==> config.mk <==
export PLATFORM = sky130hd
export DESIGN_NAME = seg7_reg32_display
export DESIGN_NICKNAME = d
export VERILOG_FILES = /design/src/rtl/seg7_reg32_display_pkg.sv /design/src/rtl/seg7_hex_decoder.sv /design/src/rtl/seg7_reg32_display.sv
export VERILOG_INCLUDE_DIRS = /design/src /design/src/rtl
export SDC_FILE = /design/constraint.sdc
export NUM_CORES = 1
export LEC_CHECK = 0
export BUFFER_PORTS_ARGS = -buffer_cell sky130_fd_sc_hd__buf_2
export CORE_UTILIZATION = 55
export DETAILED_ROUTE_END_ITERATION = 10
export GPL_TIMING_DRIVEN = 0
export HOLD_SLACK_MARGIN = 0.15
export PLACE_DENSITY = 0.77
export SLEW_MARGIN = 30
export SYNTH_ARGS = -nofsm -noshare
export SYNTH_HDL_FRONTEND = slang
export SYNTH_SLANG_ARGS = --single-unit
==> constraint.sdc <==
create_clock -name iCLK -period 3.5 [get_ports iCLK]
set_input_delay 0.175 -clock iCLK [delete_from_list [all_inputs] [get_ports iCLK]]
set_output_delay 0.175 -clock iCLK [all_outputs]
set_load 0.005 [all_outputs]
==> src/rtl/seg7_defs.vh <==
// Shared seven-segment constants: active-low hex glyphs {g,f,e,d,c,b,a},
// the all-off blank pattern and the all-anodes-off pattern.
// Included into seg7_reg32_display_pkg so every user sees one definition.
`ifndef SEG7_DEFS_VH
`define SEG7_DEFS_VH
localparam logic [6:0] SEG7_HEX_0 = 7'h40;
localparam logic [6:0] SEG7_HEX_1 = 7'h79;
localparam logic [6:0] SEG7_HEX_2 = 7'h24;
localparam logic [6:0] SEG7_HEX_3 = 7'h30;
localparam logic [6:0] SEG7_HEX_4 = 7'h19;
localparam logic [6:0] SEG7_HEX_5 = 7'h12;
localparam logic [6:0] SEG7_HEX_6 = 7'h02;
localparam logic [6:0] SEG7_HEX_7 = 7'h78;
localparam logic [6:0] SEG7_HEX_8 = 7'h00;
localparam logic [6:0] SEG7_HEX_9 = 7'h10;
localparam logic [6:0] SEG7_HEX_A = 7'h08;
localparam logic [6:0] SEG7_HEX_B = 7'h03;
localparam logic [6:0] SEG7_HEX_C = 7'h46;
localparam logic [6:0] SEG7_HEX_D = 7'h21;
localparam logic [6:0] SEG7_HEX_E = 7'h06;
localparam logic [6:0] SEG7_HEX_F = 7'h0E;
localparam logic [6:0] SEG7_BLANK = 7'h7F;
localparam logic [7:0] SEG7_AN_OFF = 8'hFF;
`endif

==> src/rtl/seg7_reg32_display_pkg.sv <==
// Purpose: shared constants and helpers for the 32-bit register display.
// Latency: n/a (constants and a pure combinational function).
// Backpressure: n/a.
package seg7_reg32_display_pkg;

  `include "seg7_defs.vh"

  // Index of the most significant nonzero nibble; 0 when the value is 0,
  // which keeps digit 0 lit under leading-zero blanking.
  function automatic logic [2:0] msnz_idx(input logic [31:0] v);
    logic [2:0] r;
    r = 3'd0;
    for (int i = 0; i < 8; i++) begin
      if (v[i*4 +: 4] != 4'h0) r = 3'(i);
    end
    return r;
  endfunction

endpackage

==> src/rtl/seg7_hex_decoder.sv <==
// Purpose: 4-bit nibble to active-low 7-segment hex glyph.
// Latency: combinational, zero cycles.
// Backpressure: none; pure function of iNIB.
// Ports: iNIB  - nibble to show
//        oSEG  - segments {g,f,e,d,c,b,a}, active-low
module seg7_hex_decoder
  import seg7_reg32_display_pkg::*;
(
  input  logic [3:0] iNIB,
  output logic [6:0] oSEG
);

  always_comb begin
    oSEG = SEG7_BLANK;
    case (iNIB)
      4'h0: oSEG = SEG7_HEX_0;
      4'h1: oSEG = SEG7_HEX_1;
      4'h2: oSEG = SEG7_HEX_2;
      4'h3: oSEG = SEG7_HEX_3;
      4'h4: oSEG = SEG7_HEX_4;
      4'h5: oSEG = SEG7_HEX_5;
      4'h6: oSEG = SEG7_HEX_6;
      4'h7: oSEG = SEG7_HEX_7;
      4'h8: oSEG = SEG7_HEX_8;
      4'h9: oSEG = SEG7_HEX_9;
      4'hA: oSEG = SEG7_HEX_A;
      4'hB: oSEG = SEG7_HEX_B;
      4'hC: oSEG = SEG7_HEX_C;
      4'hD: oSEG = SEG7_HEX_D;
      4'hE: oSEG = SEG7_HEX_E;
      4'hF: oSEG = SEG7_HEX_F;
      default: oSEG = SEG7_BLANK;
    endcase
  end

endmodule

==> src/rtl/seg7_reg32_display.sv <==
// Purpose: multiplexed 8-digit hex display of a 32-bit register, one coherent snapshot per frame.
// Latency: outputs registered, 1 cycle after a scan tick.
// Backpressure: none; iEN low blanks the display and freezes the scan.
// Ports: iCLK/iRST clock and sync active-high reset; iREG32 value to show;
//        iEN display enable; oAN active-low anodes (bit k = nibble k);
//        oSEG active-low segments {g,f,e,d,c,b,a}; oDP decimal point, always off.
module seg7_reg32_display
  import seg7_reg32_display_pkg::*;
#(
  parameter int SCAN_DIV = 50000,
  parameter bit BLANK_LZ = 1'b0
) (
  input  logic        iCLK,
  input  logic        iRST,
  input  logic        iEN,
  input  logic [31:0] iREG32,
  output logic [7:0]  oAN,
  output logic [6:0]  oSEG,
  output logic        oDP
);

  localparam logic [15:0] PRESC_LAST = 16'(SCAN_DIV - 1);

  logic [15:0] presc_q, presc_d;
  logic [2:0]  idx_q, idx_d;
  logic [31:0] shadow_q, shadow_d;
  logic [7:0]  an_q, an_d;
  logic [6:0]  seg_q, seg_d;

  logic        tick;
  logic [2:0]  idx_nxt;
  logic [31:0] src;
  logic [3:0]  nib;
  logic [6:0]  dec_seg;
  logic        blank_lz;

  always_comb begin
    tick     = iEN && (presc_q == PRESC_LAST);
    idx_nxt  = idx_q + 3'd1;
    // Digit 0 reads the live register so the frame starts with the value
    // being captured into the shadow on that same edge.
    src      = (idx_nxt == 3'd0) ? iREG32 : shadow_q;
    nib      = src[{idx_nxt, 2'b00} +: 4];
    blank_lz = BLANK_LZ && (idx_nxt > msnz_idx(src));
  end

  seg7_hex_decoder u_dec (
    .iNIB (nib),
    .oSEG (dec_seg)
  );

  always_comb begin
    presc_d  = presc_q;
    idx_d    = idx_q;
    shadow_d = shadow_q;
    an_d     = an_q;
    seg_d    = seg_q;
    if (!iEN) begin
      an_d  = SEG7_AN_OFF;
      seg_d = SEG7_BLANK;
    end else if (tick) begin
      presc_d = 16'd0;
      idx_d   = idx_nxt;
      an_d    = ~(8'd1 << idx_nxt);
      seg_d   = blank_lz ? SEG7_BLANK : dec_seg;
      if (idx_nxt == 3'd0) shadow_d = iREG32;
    end else begin
      presc_d = presc_q + 16'd1;
    end
  end

  always_ff @(posedge iCLK) begin
    if (iRST) begin
      presc_q  <= 16'd0;
      idx_q    <= 3'd7;
      shadow_q <= 32'h0;
      an_q     <= SEG7_AN_OFF;
      seg_q    <= SEG7_BLANK;
    end else begin
      presc_q  <= presc_d;
      idx_q    <= idx_d;
      shadow_q <= shadow_d;
      an_q     <= an_d;
      seg_q    <= seg_d;
    end
  end

  assign oAN  = an_q;
  assign oSEG = seg_q;
  assign oDP  = 1'b1;

endmodule

=== After elaboration in Yosys (flattened, before gate mapping) ===
Memories as Yosys holds them, arrays and structs flattened. A register that Yosys moved wholly into a read port is not among the register bits.
Index checks and enable logic that the tools add are counted.

* Add/sub/neg operators: 2
* Equality and inequality tests: 1
* Shift operators: 2
* Multiplexer cells: 2
* Bitwise gates (word level): 2
* Reduce and logical (&&, ||, !) cells: 4

{| class="wikitable"
|+ Operators by type and width
! cell !! number
|-
| $mux 32 || 1
|-
| $shiftx 32x6->4 || 1
|-
| $add 16x1->16 const B || 1
|-
| $eq 16x16->1 const B || 1
|-
| $mux 16 || 1
|-
| $not 8->8 || 1
|-
| $shl 1x3->8 const A || 1
|-
| $add 3x1->3 const B || 1
|-
| $logic_not 3->1 || 1
|-
| $reduce_and 2->1 || 1
|-
| $reduce_or 2->1 || 1
|-
| $logic_and 1x1->1 || 1
|-
| $not 1->1 || 1
|}

* Register bits: 59
* ROM bits: 112
* Input bits: 35
* Output and inout port bits: 16
* Logic and storage cells: 18
* Memories: 1

{| class="wikitable"
|+ Memories
! name !! depth !! width !! rd ports !! clocked after memory_dff !! write ports !! line !! text
|-
| (name not given) || 16 || 7 || 1 || 1 || 0 || seg7_hex_decoder.sv:15 || <nowiki>case (iNIB)</nowiki>
|}

=== Logic depth before layout (Yosys ltp) ===
Gate-level depths: netlist of the first run.

* Depth after elaboration: 4
* Mapped depth: 14
* Depth with buffers taken out: 11

=== By module ===
Synthesis of the first run repeated with hierarchy kept, for this count alone.

* Cells, all modules: 412
* Area, all modules: 3,467.1 um^2

{| class="wikitable"
|+ Modules (own cells, without submodules)
! module !! times used !! cells an instance !! area an instance (um^2) !! seq. area each (um^2)
|-
| seg7_reg32_display || 1 || 380 || 3,191.8 || 1,321.3
|-
| seg7_hex_decoder || 1 || 32 || 275.3 || 0.0
|}

=== Least setup slack after synthesis of the first run ===
No wires, ideal clock.

* Path type: reg-to-reg
* Start: register idx_q[0]
* End: register seg_q[5] (netlist: oSEG[5])
* Setup time: 119 ps
* Data arrival time: 2,843 ps
* Data required time: 3,381 ps
* Slack: 538 ps
* Stages on the path, launching flop included: 11
* Path buffers: 2
* Period minus slack after synthesis: 2,962 ps
* Cells stage by stage: dfxtp_1 ha_1 ha_1 buf_6 buf_8 mux4_2 mux4_2 ha_1 mux2_1 a211oi_1 nor2_1

* Cells in the longest elaborated chain, start to end: 4

{| class="wikitable"
|+ RTL lines
! element !! line !! text
|-
| start: declaration || seg7_reg32_display.sv:25 || <nowiki>logic [2:0] idx_q, idx_d;</nowiki>
|-
| start signal: assignment || seg7_reg32_display.sv:81 || <nowiki>idx_q <= idx_d;</nowiki>
|-
| $add 3x1->3 * || seg7_reg32_display.sv:39 || <nowiki>idx_nxt = idx_q + 3'd1;</nowiki>
|-
| $logic_not 3->1 || seg7_reg32_display.sv:42 || <nowiki>src = (idx_nxt == 3'd0) ? iREG32 : shadow_q;</nowiki>
|-
| $mux 32 || - ||
|-
| $shiftx 32x6->4 * || seg7_reg32_display.sv:43 || <nowiki>nib = src[{idx_nxt, 2'b00} +: 4];</nowiki>
|-
| end: declaration || seg7_reg32_display.sv:28 || <nowiki>logic [6:0] seg_q, seg_d;</nowiki>
|}

Every way passes the cells marked *; elsewhere a longest branch is shown, timed or not.
A chain may end at the register's enable or synchronous reset.

=== Worst setup path after layout of the first run ===
Ends and elaborated chain as after synthesis.

==> impl_results.md, run 1 <==
* Status: finished clean
* Starting Density at 0.576
* Die width at 81.2 µm
* R2r startpoint: idx_q[0]
* Maxcap violations at 0
* N_diodes at 0
* Met1 Track Usage GR at 0.346
* Setup Viol. Count Final at 0
* Slew Limit Headroom at 0.594
* CP endpoint: oSEG[5]
* Synth-to-layout area growth at 27.4%
* Crit. Startpoint: idx_q[0]
* Cell count of the worst reg-to-reg path at 10
* H-tree depth at 3
* Antenna violations before repair at 0
* Filler cells at 433
* Sequential fraction of the synthesis area at 0.383
* R2R setup slack at 0.23 ns
* HP Class: primary input to register
* DR iter-0 viols at 111
* Total Die Area at 6590 µm²
* Synth async-reset ratio at 0
* Total wire length at 8.92 mm
* Critical path peak fanout at 10
* Crit-path most repeated cell: ha_1
* GRT busiest layer: met2
* Pwr Density at 397 nW/µm²
* First-pass GRT wire length at 14.2 mm
* Main flop type after synthesis: dfxtp_1
* Post-synthesis mux area share at 0.171
* CTS tree: yes
* Max VDD drop at 346 µV
* Syn Inst Count at 385
* Top Family by Delay on Critical Path: multiplexers
* Via-per-instance ratio at 5.60
* Final hold violation count at 0
* Crit path time final at 3.27 ns
* Vias at 3124
* CP Depth at 10
* Number of synthesized flops with an enable pin at 0
* Part of the cycle the worst path needs at 0.936
* Pwr Total at 1.75 mW
* GR Overflow Total at 0
* First-pass detailed-route iteration total at 5
* Gr usage total at 0.293
* RSZ-0062 raised after global routing: false
* Wire per inst at 16.0 µm
* Post-Synth XOR/XNOR Area at 0.0330
* Post-synthesis net count at 433
* Synth Area per Inst at 8.96 µm²
* Buffers & Inverters on Critical Path at 2
* Critical Setup Path Class: register to register
* Ys Warns at 0
* CTS root buf: clkbuf_8
* CP max stage cell: mux4_2
* HPWL Detailed at 5.74 mm
* CP startpoint kind: register
* Main combinational cell family by area after synthesis: simple AND/OR/NAND/NOR gates
* CTS buffer count at 9
* Slew Limit Fails at 0
* Core area at 5990 µm²
* Critical path data arrival time at 3.50 ns
* Simple-Gate Fraction of Synth Area at 0.211
* Routed Antenna Nets at 0
* Compound-cell area share of the yosys netlist at 0.0954
* Residual DRC at 0
* # IOs at 51
* Rows at 28
* Crit. End Element: register
* PortBufs at 47
* Routability cong. at 0.922
* CP peak stage delay at 0.56 ns
* Synthesized flop and latch total at 66
* Synth Cell Area at 3450 µm²
* CP required at 3.73 ns
* Worst hold stages at 2
* Chip height at 81.2 µm
* Net count, final at 526
* Yosys cell types at 46
* Maximum clock frequency at 305 MHz
* Clock Latency Late Sink at 0.35 ns
* Worst-Margin Slew at 0.610 ns
* Met3 Usage GRT at 0.0719
* Worst path cell trace: ha_1 > ha_1 > buf_6 > buf_8 > mux4_2 > mux4_2 > ha_1 > mux2_1 > a211oi_1 > nor2_1
* Clk_skew at 0.00991 ns
* Pin count of the biggest net entering global routing at 12
* Setup_tns at 0 ns
* Reg2reg end: oSEG[5]
* Pleak at 1.69 nW
* Grt met2 use at 0.498
* Vias in the first global route at 2979
* Share of cells above drive strength 1 at 0.197
* Clock sink count at 66
* Clk buf depth at 2
* Synth Area in Adders at 0.0472
* Worst-path clk slew at 0.07 ns
==> power by group <==
group	leakage, nW	total (mW)	internal [mW]	switching (mW)
logic	1.02	0.131	0.0697	0.0610
registers	0.532	0.754	0.752	0.00180
clock network	0.134	0.861	0.564	0.296
total	1.69	1.75	1.39	0.359
==> what timing repair did <==
item	in CTS	in global routing
gates resized for setup	0	3
setup endpoints to repair	0	3
hold endpoints to repair	32	0
hold buffers	32	0
buffers inserted	0	3
==> layer usage <==
| layer | wire, µm | share of wire |
|---|---|---|
| met1 | 3730 | 0.42 |
| met5 | 0 | 0 |
| met2 | 4490 | 0.50 |
| met3 | 499 | 0.056 |
| met4 | 206 | 0.023 |
==> sequential cells by signal, summed over array words and instances (netlist names) <==
| name | cells |
|---|---|
| oSEG | 7 |
| presc_q | 16 |
| shadow_q | 32 |
| oAN | 8 |
| idx_q | 3 |
==> cell families after synthesis <==
family / count (synthesis)
simple gates: 167
flops: 66
compound gates: 60
buf+inv: 34
mux: 31
fa+ha+maj: 13
xor+xnor: 13
other cells: 1
==> cell usage in the layout (no fill, tap or decap), types with 2 or more instances in the layout <==
| cell | instances |
|---|---|
| a21oi_1 | 39 |
| a31oi_1 | 2 |
| and2_1 | 2 |
| and4_1 | 2 |
| buf_2 | 48 |
| buf_4 | 6 |
| buf_6 | 4 |
| bufinv_16 | 4 |
| clkbuf_1 | 16 |
| clkbuf_8 | 12 |
| clkinv_2 | 2 |
| dfxtp_1 | 65 |
| dlygate4sd3_1 | 32 |
| ha_1 | 12 |
| inv_1 | 6 |
| mux2_2 | 2 |
| mux2i_1 | 7 |
| mux2i_2 | 3 |
| mux4_1 | 9 |
| mux4_2 | 6 |
| mux4_4 | 2 |
| nand2_1 | 90 |
| nand2b_1 | 2 |
| nand3_1 | 12 |
| nand3b_1 | 2 |
| nand4_1 | 5 |
| nor2_1 | 36 |
| nor3_1 | 4 |
| nor3b_1 | 3 |
| o21ai_0 | 12 |
| or3_1 | 5 |
| xnor2_1 | 4 |
| xor2_1 | 9 |
==> worst min path at each step <==
stage	from	end
6_report	iRST	shadow_q[21]
5_1_grt	iRST	shadow_q[21]
2_1_floorplan	iREG32[0]	shadow_q[0]
3_3_place_gp	iREG32[19]	shadow_q[19]
3_5_place_dp	iREG32[19]	shadow_q[19]
4_1_cts	iRST	shadow_q[21]
==> synth_stat cells, types with 2 or more instances <==
cell,count,area share
nand3_1,12,0.017
mux4_2,6,0.039
clkbuf_8,2,0.0080
a21oi_1,39,0.057
dfxtp_1,66,0.38
and2_1,2,0.0036
nand3b_1,2,0.0044
mux4_1,9,0.069
nand4_1,5,0.0091
xnor2_1,4,0.010
and4_1,2,0.0051
a31oi_1,2,0.0036
nor2_1,36,0.039
mux2i_2,3,0.012
nor3_1,4,0.0058
buf_4,3,0.0065
mux2i_1,7,0.020
nor3b_1,3,0.0065
inv_1,7,0.0076
nand2_1,90,0.098
o21ai_0,12,0.017
or3_1,5,0.0091
mux2_2,2,0.0065
clkbuf_1,15,0.016
buf_6,4,0.013
nand2b_1,2,0.0036
xor2_1,9,0.023
mux4_4,2,0.015
ha_1,13,0.047
==> layout make-up <==
class	instances	area, µm²	area share
clock inverter	5	125	0.0285
multi-input combinational	285	1930	0.439
buffer	26	171	0.0390
inverter	8	35.0	0.00797
timing repair buffer	82	578	0.132
sequential	66	1320	0.301
clock buffer	11	141	0.0322
tap	75	93.8	0.0213
==> per-stage QoR <==
step,worst slack (ns),hold WS [ns],cells,utilization,instance area [µm²]
after CTS,0.0393,0.242,555,0.729,4370
after floorplan,0.538,0.315,385,-,3450
after detailed placement,0.0993,0.433,507,0.631,3780
after global placement,0.0596,0.429,507,0.631,3780
final,0.226,0.261,558,0.734,4400
after global routing,0.142,0.292,558,0.734,4400
Power figures use the tool's default switching activity.
==> run 2: changes to the inputs <==
--- a/config.mk
+++ b/config.mk
@@ -7,6 +7,7 @@
 export NUM_CORES = 1
 export LEC_CHECK = 0
 export BUFFER_PORTS_ARGS = -buffer_cell sky130_fd_sc_hd__buf_2
+export CORE_ASPECT_RATIO = 1.4
 export CORE_UTILIZATION = 55
 export DETAILED_ROUTE_END_ITERATION = 10
 export GPL_TIMING_DRIVEN = 0
==> constraint.sdc (replaced) <==
create_clock -name iCLK -period 3.5 [get_ports iCLK]
set_input_delay 0 -clock iCLK [delete_from_list [all_inputs] [get_ports iCLK]]
set_output_delay 0 -clock iCLK [all_outputs]
set_load 0.005 [all_outputs]
==> run 2 against run 1 <==
Effect of this change: die area barely moved; critical path depth up 1; clock power down 20%; total power decreased by 9.7%; sequential share of layout area grew 0.18 points; sequential power barely moved; final area fell by 0.60%; utilization rose by 0.11 points; largest cell class unchanged.
==> impl_results.md, run 2 (same netlist as run 1, synthesis figures left out) <==
* Status: finished clean
* Int Pwr at 1.21 mW
* CP startpoint kind: register
* Clock Latency Late Sink at 0.36 ns
* Slew Limit Fails at 0
* Pwr Density at 361 nW/µm²
* Largest Register: shadow_q
* Clk buf depth at 2
* Worst hold stages at 3
* Placed Instance Area at 3770 µm²
* CP endpoint: oSEG[5]
* Switching Share at 0.231
* Logic gate share of total power at 0.083
* Max VDD drop at 284 µV
* Postcts setup bufs at 0
* HP Class: primary input to register
* CTS root buf: clkbuf_8
* Sw Pwr at 0.364 mW
* CTS buffer count at 9
* DR iter-0 viols at 144
* Antenna violations before repair at 0
* Worst-Margin Slew at 0.664 ns
* Critical path data arrival time at 3.48 ns
* Maximum clock frequency at 310 MHz
* Synth-to-layout area growth at 26.7%
* Vias at 3124
* Via-per-instance ratio at 5.62
* Total Die Area at 6600 µm²
* Gr usage total at 0.303
* Top Family by Delay on Critical Path: multiplexers
* PortBufs at 47
* Clk pwr share at 0.438
* HPWL Detailed at 5.85 mm
* Clk_skew at 0.00974 ns
* Residual DRC at 0
* Clock sink count at 66
* Post-layout worst setup margin at 0.271 ns
* Net count, final at 529
* Crit path time final at 3.23 ns
* Total wire length at 8.94 mm
* CTS tree: yes
* Setup_tns at 0 ns
* CP max stage cell: mux4_1
* # IOs at 51
* Crit. End Element: register
* Pleak at 1.70 nW
* Core area at 5950 µm²
* Routability cong. at 0.866
* Worst-path clk slew at 0.07 ns
* Max reg flops at 32
* CP peak stage delay at 0.60 ns
* Buffers & Inverters on Critical Path at 3
* Setup Viol. Count Final at 0
* Die width at 68.9 µm
* RSZ-0062 raised after global routing: false
* R2R setup slack at 0.27 ns
* First-pass GRT wire length at 14.3 mm
* Pin count of the biggest net entering global routing at 12
* Starting Density at 0.580
* Worst Setup Slack post-DPL at 0.165 ns
* Cell count of the worst reg-to-reg path at 11
* Maxcap violations at 0
* CP Depth at 11
* Share of cells above drive strength 1 at 0.185
* Routed Antenna Nets at 0
* Wire per inst at 16.1 µm
* H-tree depth at 3
* CP required at 3.75 ns
* Rows at 33
* Most common cell after layout, fill and taps aside: nand2_1
* Critical path peak fanout at 7
* R2r startpoint: idx_q[0]
* First-pass detailed-route iteration total at 4
* Post-route cell area at 4370 µm²
* N_diodes at 0
* Chip height at 95.7 µm
* Slew Limit Headroom at 0.557
* Reg2reg end: oSEG[5]
* Crit. Startpoint: idx_q[0]
* Most frequent cells in the layout: nand2_1 (90), dfxtp_1 (65), buf_2 (48)
* Sequential share of power at 0.479
* Worst path cell trace: inv_1 > ha_1 > mux4_1 > nand3_1 > and4_1 > buf_2 > inv_1 > ha_1 > mux2_1 > a211oi_1 > nor2_1
* GR Overflow Total at 0
* Critical Setup Path Class: register to register
* Final hold violation count at 0
* Vias in the first global route at 3183
* Part of the cycle the worst path needs at 0.923
## run 2: cell types whose count changed in the layout (fill, tap and decap cells not counted), sizes merged
cell         before  now
buf              59   56
bufinv            4    1
clkbuf           28   30
dlygate4sd3      32   38
inv               6    7
## run 2: cell type report
type | count | area (µm²)
flip-flops and latches | 66 | 1320
clock buffers | 13 | 169
repair buffers | 85 | 616
inverters | 8 | 31.3
well taps | 70 | 87.6
multi-input cells | 285 | 1930
plain buffers | 26 | 171
fillers | 435 | 1580
clock inverters | 3 | 46.3
## run 2: stage by stage
stage,power (mW),cells,hold WS (ns),utilization
after global placement,0.868,502,0.254,0.634
final,1.58,556,0.209,0.735
after detailed placement,0.871,502,0.260,0.634
after global routing,1.62,556,0.283,0.735
after floorplan,0.833,385,0.140,-
after CTS,1.58,556,0.212,0.735
## run 2: worst min-delay path, stage by stage
cell and delay (ns):
clkbuf_1 0.22, inv_1 0.24, nand2_1 0.07
## run 2: worst min-delay path by stage
stage,from,end
final,iRST,idx_q[0]
after global routing,iRST,idx_q[0]
after CTS,iRST,idx_q[0]
after detailed placement,iREG32[0],shadow_q[0]
after global placement,iREG32[19],shadow_q[19]
after floorplan,iREG32[0],shadow_q[0]
## run 2: metal layers
layer,GRT usage,wire (µm)
met5,0,0
met4,0.156,238
met2,0.563,4840
met1,0.303,3460
met3,0.0640,397
## run 2: repair_timing
action / CTS / global route
hold endpoints to repair: 35 / 0
endpoints found under the setup margin: 0 / 1
resized for setup: 0 / 1
hold buffers: 38 / 0
## run 2: power by group through the flow
stage                     clock, mW  sequential (mW)  combinational [mW]
final                         0.690            0.754               0.131
after global routing          0.727            0.754               0.141
after CTS                     0.695            0.754               0.127
after detailed placement          0            0.772              0.0990
after global placement            0            0.772              0.0967
after floorplan                   0            0.771              0.0613
